$ cat config.mk
export PLATFORM = sky130hd
export DESIGN_NAME = player_motion
export DESIGN_NICKNAME = d
export VERILOG_FILES = /design/src/rtl/motion_pkg.sv /design/src/rtl/input_qualifier.sv /design/src/rtl/player_motion.sv
export SDC_FILE = /design/constraint.sdc
export NUM_CORES = 1
export LEC_CHECK = 0
export BUFFER_PORTS_ARGS = -buffer_cell sky130_fd_sc_hd__buf_2
export CAP_MARGIN = 5
export CELL_PAD_IN_SITES_DETAIL_PLACEMENT = 0
export CELL_PAD_IN_SITES_GLOBAL_PLACEMENT = 1
export CORE_MARGIN = 2
export CORE_UTILIZATION = 39
export CTS_CLUSTER_SIZE = 30
export DETAILED_ROUTE_END_ITERATION = 10
export GPL_TIMING_DRIVEN = 0
export PLACE_DENSITY_LB_ADDON = 0.12
export SLEW_MARGIN = 15
export SYNTH_ARGS = -nofsm -noshare
export SYNTH_HDL_FRONTEND = slang
export SYNTH_HIERARCHICAL = 1
export SYNTH_SLANG_ARGS = --single-unit
$ cat constraint.sdc
create_clock -name clk_50 -period 2.26 [get_ports clk_50]
set_input_delay 0.226 -clock clk_50 [delete_from_list [all_inputs] [get_ports clk_50]]
set_output_delay 0.226 -clock clk_50 [all_outputs]
set_load 0.02 [all_outputs]
$ cat src/rtl/motion_pkg.sv
// Shared state type and default tuning constants for the player motion block.
package motion_pkg;

   typedef enum logic {
      GROUND = 1'b0,
      AIR    = 1'b1
   } motion_state_t;

   localparam int DEF_Y_GROUND = 400;
   localparam int DEF_X_MAX    = 600;
   localparam int DEF_JUMP_V0  = 12;
   localparam int DEF_GRAVITY  = 1;

endpackage

$ cat src/rtl/input_qualifier.sv
// Debounces an analyser level: qualified once the level has been high on
// HOLD consecutive frame ticks, counting the tick being evaluated.
module input_qualifier #(
   parameter int HOLD = 2
) (
   input  logic clk_50,
   input  logic resetn,
   input  logic frame_tick,
   input  logic level,
   output logic qualified
);

   localparam logic [2:0] HOLD_C  = 3'(HOLD);
   localparam logic [2:0] HOLD_M1 = 3'(HOLD - 1);

   logic [2:0] cnt;

   // Combinational so the current sample counts towards the hold on this tick.
   assign qualified = frame_tick && level && (cnt >= HOLD_M1);

   // Consecutive-high counter, saturating at HOLD, cleared by a low sample.
   always_ff @(posedge clk_50) begin
      if (!resetn) begin
         cnt <= '0;
      end else if (frame_tick) begin
         if (!level) begin
            cnt <= '0;
         end else if (cnt < HOLD_C) begin
            cnt <= cnt + 3'd1;
         end
      end
   end

endmodule

$ cat src/rtl/player_motion.sv
// Ground/air character controller: qualifies walk/jump once per frame tick,
// integrates x with wrap-around and y along an integer gravity arc.
module player_motion
   import motion_pkg::*;
#(
   parameter int X_W       = 10,
   parameter int Y_W       = 9,
   parameter int X_START   = 20,
   parameter int X_MAX     = DEF_X_MAX,
   parameter int Y_GROUND  = DEF_Y_GROUND,
   parameter int WALK_STEP = 2,
   parameter int JUMP_V0   = DEF_JUMP_V0,
   parameter int GRAVITY   = DEF_GRAVITY,
   parameter int HOLD      = 2,
   parameter int VY_W      = 6
) (
   input  logic           clk_50,
   input  logic           resetn,
   input  logic           frame_tick,
   input  logic           jump,
   input  logic           walk,
   output logic [X_W-1:0] x_pos,
   output logic [Y_W-1:0] y_pos,
   output logic           airborne,
   output logic           moving,
   output logic           land_pulse,
   output logic           pos_valid
);

   localparam logic [X_W:0]             X_MAX_C   = (X_W+1)'(X_MAX);
   localparam logic [X_W:0]             STEP_C    = (X_W+1)'(WALK_STEP);
   localparam logic [X_W-1:0]           X_START_C = X_W'(X_START);
   localparam logic signed [Y_W:0]      Y_GND_S   = (Y_W+1)'(Y_GROUND);
   localparam logic [Y_W-1:0]           Y_GND_U   = Y_W'(Y_GROUND);
   localparam logic signed [VY_W-1:0]   V0_C      = VY_W'(JUMP_V0);
   localparam logic signed [VY_W-1:0]   G_C       = VY_W'(GRAVITY);

   motion_state_t          state, state_n;
   logic                   walk_q, jump_q;
   logic                   armed, armed_n;
   logic signed [VY_W-1:0] vy, vy_n;
   logic [X_W-1:0]         x_n;
   logic [Y_W-1:0]         y_n;
   logic [X_W:0]           x_sum;
   logic signed [Y_W:0]    y_next;
   logic                   moving_n;
   logic                   land;

   input_qualifier #(.HOLD(HOLD)) u_walk_q (
      .clk_50     (clk_50),
      .resetn     (resetn),
      .frame_tick (frame_tick),
      .level      (walk),
      .qualified  (walk_q)
   );

   input_qualifier #(.HOLD(HOLD)) u_jump_q (
      .clk_50     (clk_50),
      .resetn     (resetn),
      .frame_tick (frame_tick),
      .level      (jump),
      .qualified  (jump_q)
   );

   // Frame-step update: next state, velocity, position and qualifier flags.
   always_comb begin
      state_n  = state;
      vy_n     = vy;
      x_n      = x_pos;
      y_n      = y_pos;
      armed_n  = armed;
      moving_n = moving;
      land     = 1'b0;
      x_sum    = {1'b0, x_pos} + STEP_C;
      // y is widened by one bit and vy sign-extended so the difference is signed
      y_next   = {1'b0, y_pos} - {{(Y_W+1-VY_W){vy[VY_W-1]}}, vy};

      if (frame_tick) begin
         moving_n = walk_q;
         if (walk_q) begin
            x_n = (x_sum > X_MAX_C) ? '0 : x_sum[X_W-1:0];
         end
         if (!jump) begin
            armed_n = 1'b1;
         end
         case (state)
            GROUND: begin
               if (jump_q && armed) begin
                  state_n = AIR;
                  vy_n    = V0_C;
                  armed_n = 1'b0;
               end
            end
            AIR: begin
               if (y_next >= Y_GND_S) begin
                  state_n = GROUND;
                  y_n     = Y_GND_U;
                  vy_n    = '0;
                  land    = 1'b1;
               end else begin
                  y_n  = y_next[Y_W-1:0];
                  vy_n = vy - G_C;
               end
            end
            default: state_n = GROUND;
         endcase
      end
   end

   // FSM state register.
   always_ff @(posedge clk_50) begin
      if (!resetn) begin
         state <= GROUND;
      end else begin
         state <= state_n;
      end
   end

   // Datapath and output registers; strobes are high only after a tick.
   always_ff @(posedge clk_50) begin
      if (!resetn) begin
         x_pos      <= X_START_C;
         y_pos      <= Y_GND_U;
         vy         <= '0;
         armed      <= 1'b1;
         moving     <= 1'b0;
         land_pulse <= 1'b0;
         pos_valid  <= 1'b0;
      end else begin
         x_pos      <= x_n;
         y_pos      <= y_n;
         vy         <= vy_n;
         armed      <= armed_n;
         moving     <= moving_n;
         land_pulse <= land;
         pos_valid  <= frame_tick;
      end
   end

   assign airborne = (state == AIR);

   // The arc must never climb above row 0.
   always_ff @(posedge clk_50) begin
      if (resetn && frame_tick && state == AIR) begin
         assert (!y_next[Y_W]);
      end
   end

endmodule

==> results of run 1 <==
[area by class of cell]
type	instances	area (um2)	area share
Timing Repair Buffer	36	209	0.0717
Clock inverter	2	12.5	0.00430
Multi-Input combinational cell	227	1670	0.572
Buffer	10	55.1	0.0189
Tap cell	72	90.1	0.0309
Inverter	25	93.8	0.0322
Sequential cell	35	714	0.245
Clock buffer	6	72.6	0.0249
[cells in the mapped netlist (5+ instances only)]
cell type                  number  area, um2
sky130_fd_sc_hd__a21oi_1       29        145
sky130_fd_sc_hd__a31oi_1        6       37.5
sky130_fd_sc_hd__clkbuf_1       5       18.8
sky130_fd_sc_hd__dfxtp_1       35        701
sky130_fd_sc_hd__ha_1          15        188
sky130_fd_sc_hd__inv_1         22       82.6
sky130_fd_sc_hd__nand2_1       31        116
sky130_fd_sc_hd__nand3_1       17       85.1
sky130_fd_sc_hd__nand4_1        6       37.5
sky130_fd_sc_hd__nor2_1        21       78.8
sky130_fd_sc_hd__nor3_1        11       55.1
sky130_fd_sc_hd__o21ai_0       13       65.1
sky130_fd_sc_hd__xnor2_1        5       43.8
[per-layer routing]
layer	track usage	vias up	wire [um]
li1	-	1157	-
met1	0.238	1097	2810
met2	0.363	37	3130
met3	0.0267	5	214
met4	0.0644	0	55
met5	0	-	0
[path summary, 6_finish.rpt]
path | startpoint | to | slack [ns] | cells after the start
worst min register to register | vy[1] | vy[1] | 0.47 | 2
worst min-delay path | walk | u_walk_q/cnt[0] | 0.23 | 2
worst max-delay path | y_pos[0] | airborne | -0.11 | 12
worst max register to register | y_pos[0] | airborne | -0.11 | 12
[kinds of logic after synthesis]
| group | after synthesis | synth area share |
|---|---|---|
| xor+xnor | 7 | 0.0267 |
| fa+ha+maj | 16 | 0.0903 |
| simple gates | 110 | 0.238 |
| mux | 2 | 0.00871 |
| compound gates | 91 | 0.266 |
| flops | 35 | 0.305 |
| buf+inv | 35 | 0.0637 |
| other cells | 1 | 0.00163 |
[stage by stage]
| step | setup TNS (ns) | instances | worst slack, ns | utilization | instance area, um2 |
|---|---|---|---|---|---|
| floorplan | 0 | 297 | 0.00377 | - | 2310 |
| global placement | -4.76 | 395 | -0.348 | 0.452 | 2530 |
| detailed placement | -4.51 | 395 | -0.333 | 0.452 | 2530 |
| CTS | -1.26 | 411 | -0.131 | 0.496 | 2780 |
| global route | -2.65 | 413 | -0.210 | 0.519 | 2910 |
| finish | -0.950 | 413 | -0.108 | 0.519 | 2910 |
[what timing repair did]
| action | in CTS | in global routing |
|---|---|---|
| setup endpoints to repair | 22 | 20 |
| setup buffers | 7 | 2 |
| gates cloned | 1 | 0 |
| hold buffers | 0 | 0 |
| resized for setup | 30 | 29 |
| pin swaps | 13 | 17 |
[state kept, by name, summed over array words and instances, names as in the netlist]
signal        count
x_pos             9
u_walk_q/cnt      3
y_pos             9
armed             1
u_jump_q/cnt      3
pos_valid         1
land_pulse        1
airborne          1
moving            1
vy                6
[worst reg2reg max path, cell delays in order, from the launching register on]
cell,delay (ns)
sky130_fd_sc_hd__dfxtp_2,0.33
sky130_fd_sc_hd__inv_2,0.06
sky130_fd_sc_hd__ha_4,0.13
sky130_fd_sc_hd__inv_2,0.03
sky130_fd_sc_hd__fa_2,0.37
sky130_fd_sc_hd__a211oi_4,0.28
sky130_fd_sc_hd__o21ai_2,0.10
sky130_fd_sc_hd__a21boi_2,0.18
sky130_fd_sc_hd__xnor2_2,0.18
sky130_fd_sc_hd__nand4_4,0.19
sky130_fd_sc_hd__buf_6,0.19
sky130_fd_sc_hd__nor3b_4,0.17
sky130_fd_sc_hd__nor2_1,0.06
[power groups by stage]
stage | logic (mW) | clock network, mW | registers [mW]
global route | 0.271 | 0.497 | 0.668
finish | 0.245 | 0.463 | 0.665
global placement | 0.207 | 0 | 0.679
CTS | 0.228 | 0.476 | 0.664
floorplan | 0.135 | 0 | 0.689
detailed placement | 0.206 | 0 | 0.679
==> impl_metrics.sql, run 1 <==
INSERT INTO impl_metrics (metric_group, metric, value, unit) VALUES
('drt', 'routedWlPerCell', '15.0', 'um'),
('pwr', 'sw_frac_of_total', '0.308', ''),
('drt', 'via_count', '2296', ''),
('pwr', 'leakage', '1.10', 'nW'),
('clock_tree', 'numCtsBuffers', '5', ''),
('drt', 'firstDrtPassIters', '4', ''),
('layout', 'final_nets', '361', ''),
('pwr', 'pwr_cell_area', '471', 'nW/um2'),
('worst_setup_path', 'timing.setup.critical_path_class', 'register to register', ''),
('drt', 'drt_drc_violations_left', '0', ''),
('worst_setup_path', 'end_kind', 'register', ''),
('synthesis', 'synth.lib_cells_used.distinct', '59', ''),
('sta', 'worstMarginPinSlew', '0.626', 'ns'),
('pwr', 'seq_power_share', '0.484', ''),
('layout', 'fraction_of_layout_instances_using_a_drive_strength_above_1', '0.317', ''),
('worst_setup_path', 'path_cells', 'inv_2, ha_4, inv_2, fa_2, a211oi_4, o21ai_2, a21boi_2, xnor2_2, nand4_4, buf_6, nor3b_4, nor2_1', ''),
('layout', 'layout.cells.most_common', 'sky130_fd_sc_hd__nand2_1', ''),
('clock_tree', 'clock-sinks', '35', ''),
('synthesis', 'synthesis.instances', '297', ''),
('pwr', 'power.internal', '950', 'uW'),
('layout', 'antenna-diode-count', '0', ''),
('clock_tree', 'path_clk_slew', '0.08', 'ns'),
('synthesis', 'synth_nets', '318', ''),
('floorplanning', 'fp-row-count', '27', ''),
('global_routing', 'grt_pass1_vias', '2168', ''),
('outcome', 'violations', 'setup timing', ''),
('sta', 'post-route-min-period', '2.37', 'ns'),
('clock_tree', 'cts_max_path_buffers', '2', ''),
('synthesis', 'dominantRegCellSynth', 'sky130_fd_sc_hd__dfxtp_1', ''),
('drt', 'wl', '6210', 'um'),
('worst_setup_path', 'cpLargestDelayFamily', 'compound AO/OA/AOI/OAI gates', ''),
('hold_path', 'hold_path.class', 'primary input to register', ''),
('worst_setup_path', 'critPathMaxFanout', '5', ''),
('floorplanning', 'die_x', '80.8', 'um'),
('outcome', 'run_status', 'finished, violations left', ''),
('synthesis', 'syn_area_per_cell', '7.74', 'um2'),
('sta', 'final_critical_path_setup_slack', '-0.108', 'ns'),
('sta', 'setup_violations', '15', ''),
('worst_setup_path', 'buffers_plus_inverters_on_the_worst_setup_path', '3', ''),
('pwr', 'clockPowerShare', '0.338', ''),
('global_routing', 'number_of_antenna_violations_at_the_first_check_in_global_routing', '0', ''),
('clock_tree', 'cts_root_buf', 'sky130_fd_sc_hd__clkbuf_8', ''),
('clock_tree', 'cts_tree', 'yes', ''),
('worst_setup_path', 'slowest_delay', '0.37', 'ns'),
('flow_run', 'max-cap-violations', '0', ''),
('synthesis', 'synth-edff-count', '0', ''),
('pwr', 'power.total', '1.37', 'mW'),
('place', 'gp_congestion', '0.878', ''),
('synthesis', 'synth_async_sr_flop_share', '0', ''),
('global_routing', 'grt_pass1_wl', '10100', 'um'),
('place', 'dpl_wire_length', '4320', 'um'),
('sta', 'finalHoldWorstSlack', '0.232', 'ns'),
('floorplanning', 'die_height', '80.8', 'um'),
('worst_setup_path', 'top_cell_by_count_worst_path', 'sky130_fd_sc_hd__inv_2', ''),
('drt', 'ant_nets', '0', ''),
('drt', 'drt_first_iter_violations', '106', ''),
('layout', 'synthToLayoutAreaGrowth', '26.7', '%'),
('layout', 'final_cell_mix', 'sky130_fd_sc_hd__nand2_1 (31), sky130_fd_sc_hd__buf_2 (28), sky130_fd_sc_hd__dfxtp_1 (28)', ''),
('floorplanning', 'design.core.area', '5610', 'um2'),
('pwr', 'share_comb_of_total_power', '0.178', ''),
('synthesis', 'synth.yosys.warnings', '6', ''),
('clock_tree', 'cts_max_level', '2', ''),
('global_routing', 'globalRouteOverflowTotal', '0', ''),
('sta', 'grt_setup_unrepaired', 'yes', ''),
('global_routing', 'grt_util_all_layers', '0.198', ''),
('layout', 'nFillCells', '577', ''),
('pwr', 'net_switching_power', '423', 'uW'),
('place', 'numPortBuffers', '26', ''),
('worst_setup_path', 'arrival', '2.55', 'ns'),
('clock_tree', 'clk-insertion-delay-late', '0.29', 'ns'),
('sta', 'final_min_period_over_clock_period', '1.05', '');
(Power assumes the default switching activity.)
==> run 2: changes to the inputs <==
Settings changed: CORE_UTILIZATION 39 to 43, PLACE_DENSITY from default to 0.88, PLACE_DENSITY_LB_ADDON 0.12 to default.
Clock period 2.26 ns to 2.4 ns, I/O delays scaled along.
==> run 2 against run 1 <==
Net effect:
- the run now ends clean
- total power down 7.2%
- utilization grew 2.5 points
- wire length shrank 8.7%
- register-to-register slack gained 0.13 ns
- sequential cell count is the same
- critical path type unchanged
- largest cell class unchanged
==> impl_metrics.sql, run 2 (synthesis results as in run 1) <==
INSERT INTO impl_metrics (metric_group, metric, value, unit) VALUES
('clock_tree', 'cts_tree', 'yes', ''),
('place', 'dpl_wire_length', '3980', 'um'),
('layout', 'layout.cells.most_common', 'sky130_fd_sc_hd__nand2_1', ''),
('floorplanning', 'die_height', '77.1', 'um'),
('layout', 'final_cell_mix', 'sky130_fd_sc_hd__nand2_1 (31), sky130_fd_sc_hd__dfxtp_1 (30), sky130_fd_sc_hd__buf_2 (28)', ''),
('global_routing', 'largest_net_degree_at_the_start_of_global_routing', '15', ''),
('global_routing', 'grt_pass1_wl', '9340', 'um'),
('worst_setup_path', 'arrival', '2.59', 'ns'),
('worst_setup_path', 'end_kind', 'register', ''),
('drt', 'drt_first_iter_violations', '94', ''),
('sta', 'final_min_period_over_clock_period', '0.990', ''),
('flow_run', 'max-cap-violations', '0', ''),
('floorplanning', 'design.die.area', '5950', 'um2'),
('drt', 'ant_nets', '0', ''),
('layout', 'final_nets', '356', ''),
('floorplanning', 'start_util', '0.447', ''),
('global_routing', 'number_of_antenna_violations_at_the_first_check_in_global_routing', '0', ''),
('pwr', 'power.ir.vdd_worst', '0.000223', 'V'),
('clock_tree', 'clk-insertion-delay-late', '0.29', 'ns'),
('sta', 'setup_violations', '0', ''),
('global_routing', 'globalRouteOverflowTotal', '0', ''),
('clock_tree', 'cts_max_path_buffers', '2', ''),
('floorplanning', 'fp-row-count', '26', ''),
('clock_tree', 'clock-sinks', '35', ''),
('clock_tree', 'numCtsBuffers', '5', ''),
('outcome', 'run_status', 'complete, no violations', ''),
('clock_tree', 'cts_hold_buffers', '0', ''),
('clock_tree', 'path_clk_slew', '0.07', 'ns'),
('sta', 'max_clock_freq', '0.421', 'GHz'),
('drt', 'drt_drc_violations_left', '0', ''),
('place', 'numPortBuffers', '26', ''),
('worst_setup_path', 'worst_ep_required_time', '2.62', 'ns'),
('drt', 'routedWlPerCell', '14.0', 'um'),
('layout', 'biggestRegsByFlops', 'x_pos (9), y_pos (9), vy (6)', ''),
('worst_setup_path', 'kind_of_launch_point_of_the_worst_setup_path', 'register', ''),
('layout', 'synthToLayoutAreaGrowth', '21.8', '%'),
('floorplanning', 'die_x', '77.1', 'um'),
('floorplanning', 'num_ports', '28', ''),
('worst_setup_path', 'critPathMaxFanout', '5', ''),
('layout', 'final_core_utilization', '0.545', ''),
('sta', 'fin_skew', '0.00738', 'ns'),
('sta', 'max_slew_violation_total_from_the_final_report', '0', ''),
('pwr', 'pwr_cell_area', '455', 'nW/um2'),
('floorplanning', 'design.core.area', '5140', 'um2'),
('worst_setup_path', 'timing.setup.critical_path_class', 'register to register', ''),
('sta', 'report.final.hold_viol_count', '0', ''),
('sta', 'max_slew_margin', '0.630', ''),
('hold_path', 'hold_path.class', 'primary input to register', ''),
('sta', 'worstMarginPinSlew', '0.555', 'ns'),
('drt', 'wl', '5670', 'um'),
('global_routing', 'grt_util_all_layers', '0.190', ''),
('layout', 'fraction_of_layout_instances_using_a_drive_strength_above_1', '0.272', ''),
('sta', 'post-route-min-period', '2.38', 'ns'),
('place', 'gp_congestion', '0.848', ''),
('drt', 'via_count', '2280', ''),
('pwr', 'leakage', '1.09', 'nW'),
('clock_tree', 'cts_root_buf', 'sky130_fd_sc_hd__clkbuf_8', ''),
('sta', 'grt_setup_unrepaired', 'yes', ''),
('clock_tree', 'cts_max_level', '2', ''),
('drt', 'post_drt_via_cell_ratio', '5.63', ''),
('drt', 'firstDrtPassIters', '4', ''),
('layout', 'antenna-diode-count', '0', ''),
('global_routing', 'grt_pass1_vias', '2015', ''),
('pwr', 'power.total', '1.27', 'mW');
## run 2: changes by cell type in the layout (fill, tap and decap cells not counted), sizes merged
| cell | change |
|---|---|
| clkbuf | +1 |
| clkinvlp | -1 |
| buf | -6 |
## run 2: worst paths after layout
kind	startpoint	endpoint	slack, ns	depth (start not counted)
max	y_pos[0]	vy[3]	0.02	12
min	walk	u_walk_q/cnt[0]	0.25	2
max reg2reg	y_pos[0]	vy[3]	0.02	12
min reg2reg	vy[4]	vy[4]	0.47	2
## run 2: routing by layer
| metal | wire length [um] | part of all wire | vias to the layer above | track usage |
|---|---|---|---|---|
| met5 | 0 | 0 | - | 0 |
| met3 | 220 | 0.039 | 6 | 0.0318 |
| li1 | - | - | 1152 | - |
| met2 | 2620 | 0.46 | 54 | 0.295 |
| met1 | 2750 | 0.49 | 1068 | 0.264 |
| met4 | 72 | 0.013 | 0 | 0.0714 |
## run 2: report_power, final
group / total, mW / switching (mW) / internal, mW
clock: 0.433 / 0.208 / 0.225
combinational: 0.215 / 0.129 / 0.0857
sequential: 0.626 / 0.0274 / 0.599
total: 1.27 / 0.365 / 0.910
## run 2: per-stage QoR
stage | instance area (um2) | setup WS (ns) | instances | TNS (ns) | hold slack, ns
after floorplan | 2300 | 0.0172 | 297 | 0 | 0.402
after global placement | 2520 | -0.223 | 393 | -2.56 | 0.466
after detailed placement | 2520 | -0.266 | 393 | -2.70 | 0.469
after CTS | 2710 | 0.00595 | 404 | 0 | 0.243
after global routing | 2800 | -0.0986 | 405 | -0.834 | 0.250
final | 2800 | 0.0232 | 405 | 0 | 0.253
## run 2: area by class of cell
type                            instances  area [um2]
Multi-Input combinational cell        227        1600
Clock buffer                            6        82.6
Timing Repair Buffer                   31         171
Tap cell                               70        87.6
Inverter                               25        93.8
Fill cell                             511        2340
Buffer                                 10        55.1
Clock inverter                          1        5.00
Sequential cell                        35         709
## run 2: repair_timing
action	CTS	global route
hold endpoints to repair	0	0
buffers inserted	3	1
gates cloned	1	0
endpoints found under the setup margin	15	22
pin swaps	8	14
resized for setup	20	24
## run 2: worst max-delay path, cell delays in order, from the launching register on
cell and delay (ns):
sky130_fd_sc_hd__dfxtp_2 0.33, sky130_fd_sc_hd__inv_2 0.06, sky130_fd_sc_hd__ha_4 0.13, sky130_fd_sc_hd__inv_2 0.03, sky130_fd_sc_hd__fa_2 0.35, sky130_fd_sc_hd__a211oi_2 0.30
sky130_fd_sc_hd__o21bai_4 0.19, sky130_fd_sc_hd__mux2i_2 0.25, sky130_fd_sc_hd__o2111ai_2 0.18, sky130_fd_sc_hd__nand4_4 0.15, sky130_fd_sc_hd__buf_6 0.15, sky130_fd_sc_hd__a21oi_1 0.07
sky130_fd_sc_hd__nor3_1 0.12
==> run 3: changes to the inputs <==
Settings changed: CORE_UTILIZATION 43 to 35, PLACE_DENSITY 0.88 to 0.75.
==> run 3 against run 2 <==
Net effect:
- die area up 22%
- global-route usage shrank 1.6 points
- total power up 10%
- final area rose by 2.2%
- sequential share of layout area decreased by 0.54 points
- worst hold slack lost 0.026 ns
- utilization shrank 9.4 points
- non-clock buffer count rose by 3
- critical path type unchanged
- largest cell class unchanged
- largest power group unchanged
==> impl_metrics.sql, run 3 (synthesis results as in run 1) <==
INSERT INTO impl_metrics (metric_group, metric, value, unit) VALUES
('flow_run', 'max-cap-violations', '0', ''),
('floorplanning', 'start_util', '0.362', ''),
('drt', 'post_drt_via_cell_ratio', '5.37', ''),
('clock_tree', 'numCtsBuffers', '5', ''),
('global_routing', 'grt_util_all_layers', '0.174', ''),
('global_routing', 'grt_pass1_wl', '10100', 'um'),
('worst_setup_path', 'timing.critical_path.slowest_stage_cell', 'sky130_fd_sc_hd__fa_2', ''),
('place', 'placed_cell_area', '2530', 'um2'),
('layout', 'fraction_of_layout_instances_using_a_drive_strength_above_1', '0.277', ''),
('sta', 'post-route-min-period', '2.40', 'ns'),
('sta', 'finalHoldWorstSlack', '0.227', 'ns'),
('drt', 'via_count', '2235', ''),
('floorplanning', 'num_ports', '28', ''),
('clock_tree', 'cts_tree', 'yes', ''),
('worst_setup_path', 'worst_ep_required_time', '2.62', 'ns'),
('floorplanning', 'design.core.area', '6350', 'um2'),
('drt', 'drt_drc_violations_left', '0', ''),
('floorplanning', 'die_height', '85.1', 'um'),
('sta', 'setup_violations', '0', ''),
('sta', 'max_clock_freq', '0.417', 'GHz'),
('sta', 'max_slew_violation_total_from_the_final_report', '0', ''),
('floorplanning', 'die_x', '85.1', 'um'),
('pwr', 'pwr_cell_area', '492', 'nW/um2'),
('sta', 'max_slew_margin', '0.607', ''),
('floorplanning', 'fp-row-count', '29', ''),
('hold_path', 'hold_path.class', 'primary input to register', ''),
('hold_path', 'hold_depth', '2', ''),
('pwr', 'leakage', '1.10', 'nW'),
('pwr', 'power.ir.vdd_worst', '0.000252', 'V'),
('layout', 'final_cell_mix', 'sky130_fd_sc_hd__nand2_1 (31), sky130_fd_sc_hd__dfxtp_1 (30), sky130_fd_sc_hd__buf_2 (28)', ''),
('sta', 'report.final.hold_viol_count', '0', ''),
('clock_tree', 'cts_root_buf', 'sky130_fd_sc_hd__clkbuf_8', ''),
('worst_setup_path', 'timing.setup.critical_path_class', 'register to register', ''),
('pwr', 'power.total', '1.41', 'mW'),
('outcome', 'run_status', 'complete, no violations', ''),
('worst_setup_path', 'slowest_delay', '0.38', 'ns'),
('worst_setup_path', 'rr_worst_depth', '12', ''),
('global_routing', 'globalRouteOverflowTotal', '0', ''),
('clock_tree', 'clock-sinks', '35', ''),
('worst_setup_path', 'critPathMaxFanout', '5', ''),
('drt', 'ant_nets', '0', ''),
('place', 'dpl_wire_length', '4220', 'um'),
('clock_tree', 'path_clk_slew', '0.08', 'ns'),
('drt', 'firstDrtPassIters', '4', ''),
('place', 'dpl_worst_slack', '-0.241', 'ns'),
('layout', 'final_nets', '359', ''),
('layout', 'biggestRegsByFlops', 'x_pos (9), y_pos (9), vy (6)', ''),
('clock_tree', 'cts_max_level', '2', ''),
('drt', 'routedWlPerCell', '14.7', 'um'),
('place', 'gp_congestion', '0.842', ''),
('layout', 'synthToLayoutAreaGrowth', '24.4', '%'),
('clock_tree', 'cts_max_path_buffers', '2', ''),
('sta', 'final_critical_path_setup_slack', '0.000815', 'ns'),
('worst_setup_path', 'top_cell_by_count_worst_path', 'sky130_fd_sc_hd__inv_2', ''),
('layout', 'final_core_utilization', '0.451', ''),
('clock_tree', 'clk-insertion-delay-late', '0.30', 'ns'),
('layout', 'layout.cell_area.non_filler', '2860', 'um2'),
('layout', 'nFillCells', '660', ''),
('worst_setup_path', 'arrival', '2.62', 'ns'),
('sta', 'fin_skew', '0.00884', 'ns'),
('drt', 'wl', '6130', 'um'),
('layout', 'layout.cells.most_common', 'sky130_fd_sc_hd__nand2_1', ''),
('worst_setup_path', 'end_kind', 'register', ''),
('drt', 'drt_first_iter_violations', '95', ''),
('global_routing', 'grt_pass1_vias', '2170', ''),
('global_routing', 'number_of_antenna_violations_at_the_first_check_in_global_routing', '0', ''),
('global_routing', 'largest_net_degree_at_the_start_of_global_routing', '15', ''),
('worst_setup_path', 'kind_of_launch_point_of_the_worst_setup_path', 'register', ''),
('place', 'numPortBuffers', '26', ''),
('layout', 'antenna-diode-count', '0', ''),
('floorplanning', 'design.die.area', '7240', 'um2'),
('sta', 'final_min_period_over_clock_period', '1.00', ''),
('sta', 'worstMarginPinSlew', '0.589', 'ns'),
('sta', 'grt_setup_unrepaired', 'yes', ''),
('worst_setup_path', 'path_cells', 'inv_2, ha_4, inv_2, fa_2, a211oi_4, o21bai_4, mux2i_1, o2111ai_2, nand4_4, buf_6, nor2_2, a211oi_2', '');
==> run 3: changes by cell type in the layout (fill, tap and decap cells not counted), sizes merged <==
cell	delta
buf	+3
bufinv	+1
clkbuf	-1
inv	+1
==> run 3: final cells by class <==
cell class / instances / area [um2] / area share
Clock buffer: 5 / 68.8 / 0.0240
Multi-Input combinational cell: 227 / 1600 / 0.558
Tap cell: 77 / 96.3 / 0.0337
Timing Repair Buffer: 34 / 194 / 0.0678
Clock inverter: 3 / 47.5 / 0.0166
Buffer: 10 / 55.1 / 0.0192
Inverter: 25 / 93.8 / 0.0328
Sequential cell: 35 / 709 / 0.248
==> run 3: where the power goes <==
group / switching, mW / internal (mW) / total [mW]
sequential: 0.0279 / 0.599 / 0.627
clock: 0.248 / 0.315 / 0.563
combinational: 0.131 / 0.0865 / 0.217
==> run 3: worst max-delay path: cells and delay by family (launching register included) <==
family	cells	cell delay, ns
compound gates	4	0.80
fa+ha+maj	2	0.51
buf+inv	3	0.25
flops	1	0.33
mux	1	0.23
simple gates	2	0.20
==> run 3: path summary, 6_finish.rpt <==
kind	from	slack [ns]	endpoint
worst max-delay path	y_pos[0]	0.0008	vy[2]
worst min-delay path	walk	0.23	u_walk_q/cnt[0]
worst max register to register	y_pos[0]	0.0008	vy[2]
worst min register to register	vy[4]	0.47	vy[4]
==> run 3: stage by stage <==
stage	setup TNS, ns	instances
2_1_floorplan	0	297
3_3_place_gp	-2.33	400
3_5_place_dp	-2.52	400
4_1_cts	0	414
5_1_grt	-0.977	416
6_report	0	416
==> run 3: layer usage <==
metal  global-route usage  wire length [um]  up-vias
met5                    0                 0        -
met4               0.0649                80        0
met3               0.0389               239        6
met2                0.290              3040       42
met1                0.221              2770     1029
li1                     -                 -     1158
==> run 3: what timing repair did <==
action,in CTS,in global routing
endpoints found under the hold margin,0,0
hold buffers,0,0
buffers inserted,5,2
pin swaps,10,1
gates resized for setup,25,19
gates cloned,1,0
endpoints found under the setup margin,19,21
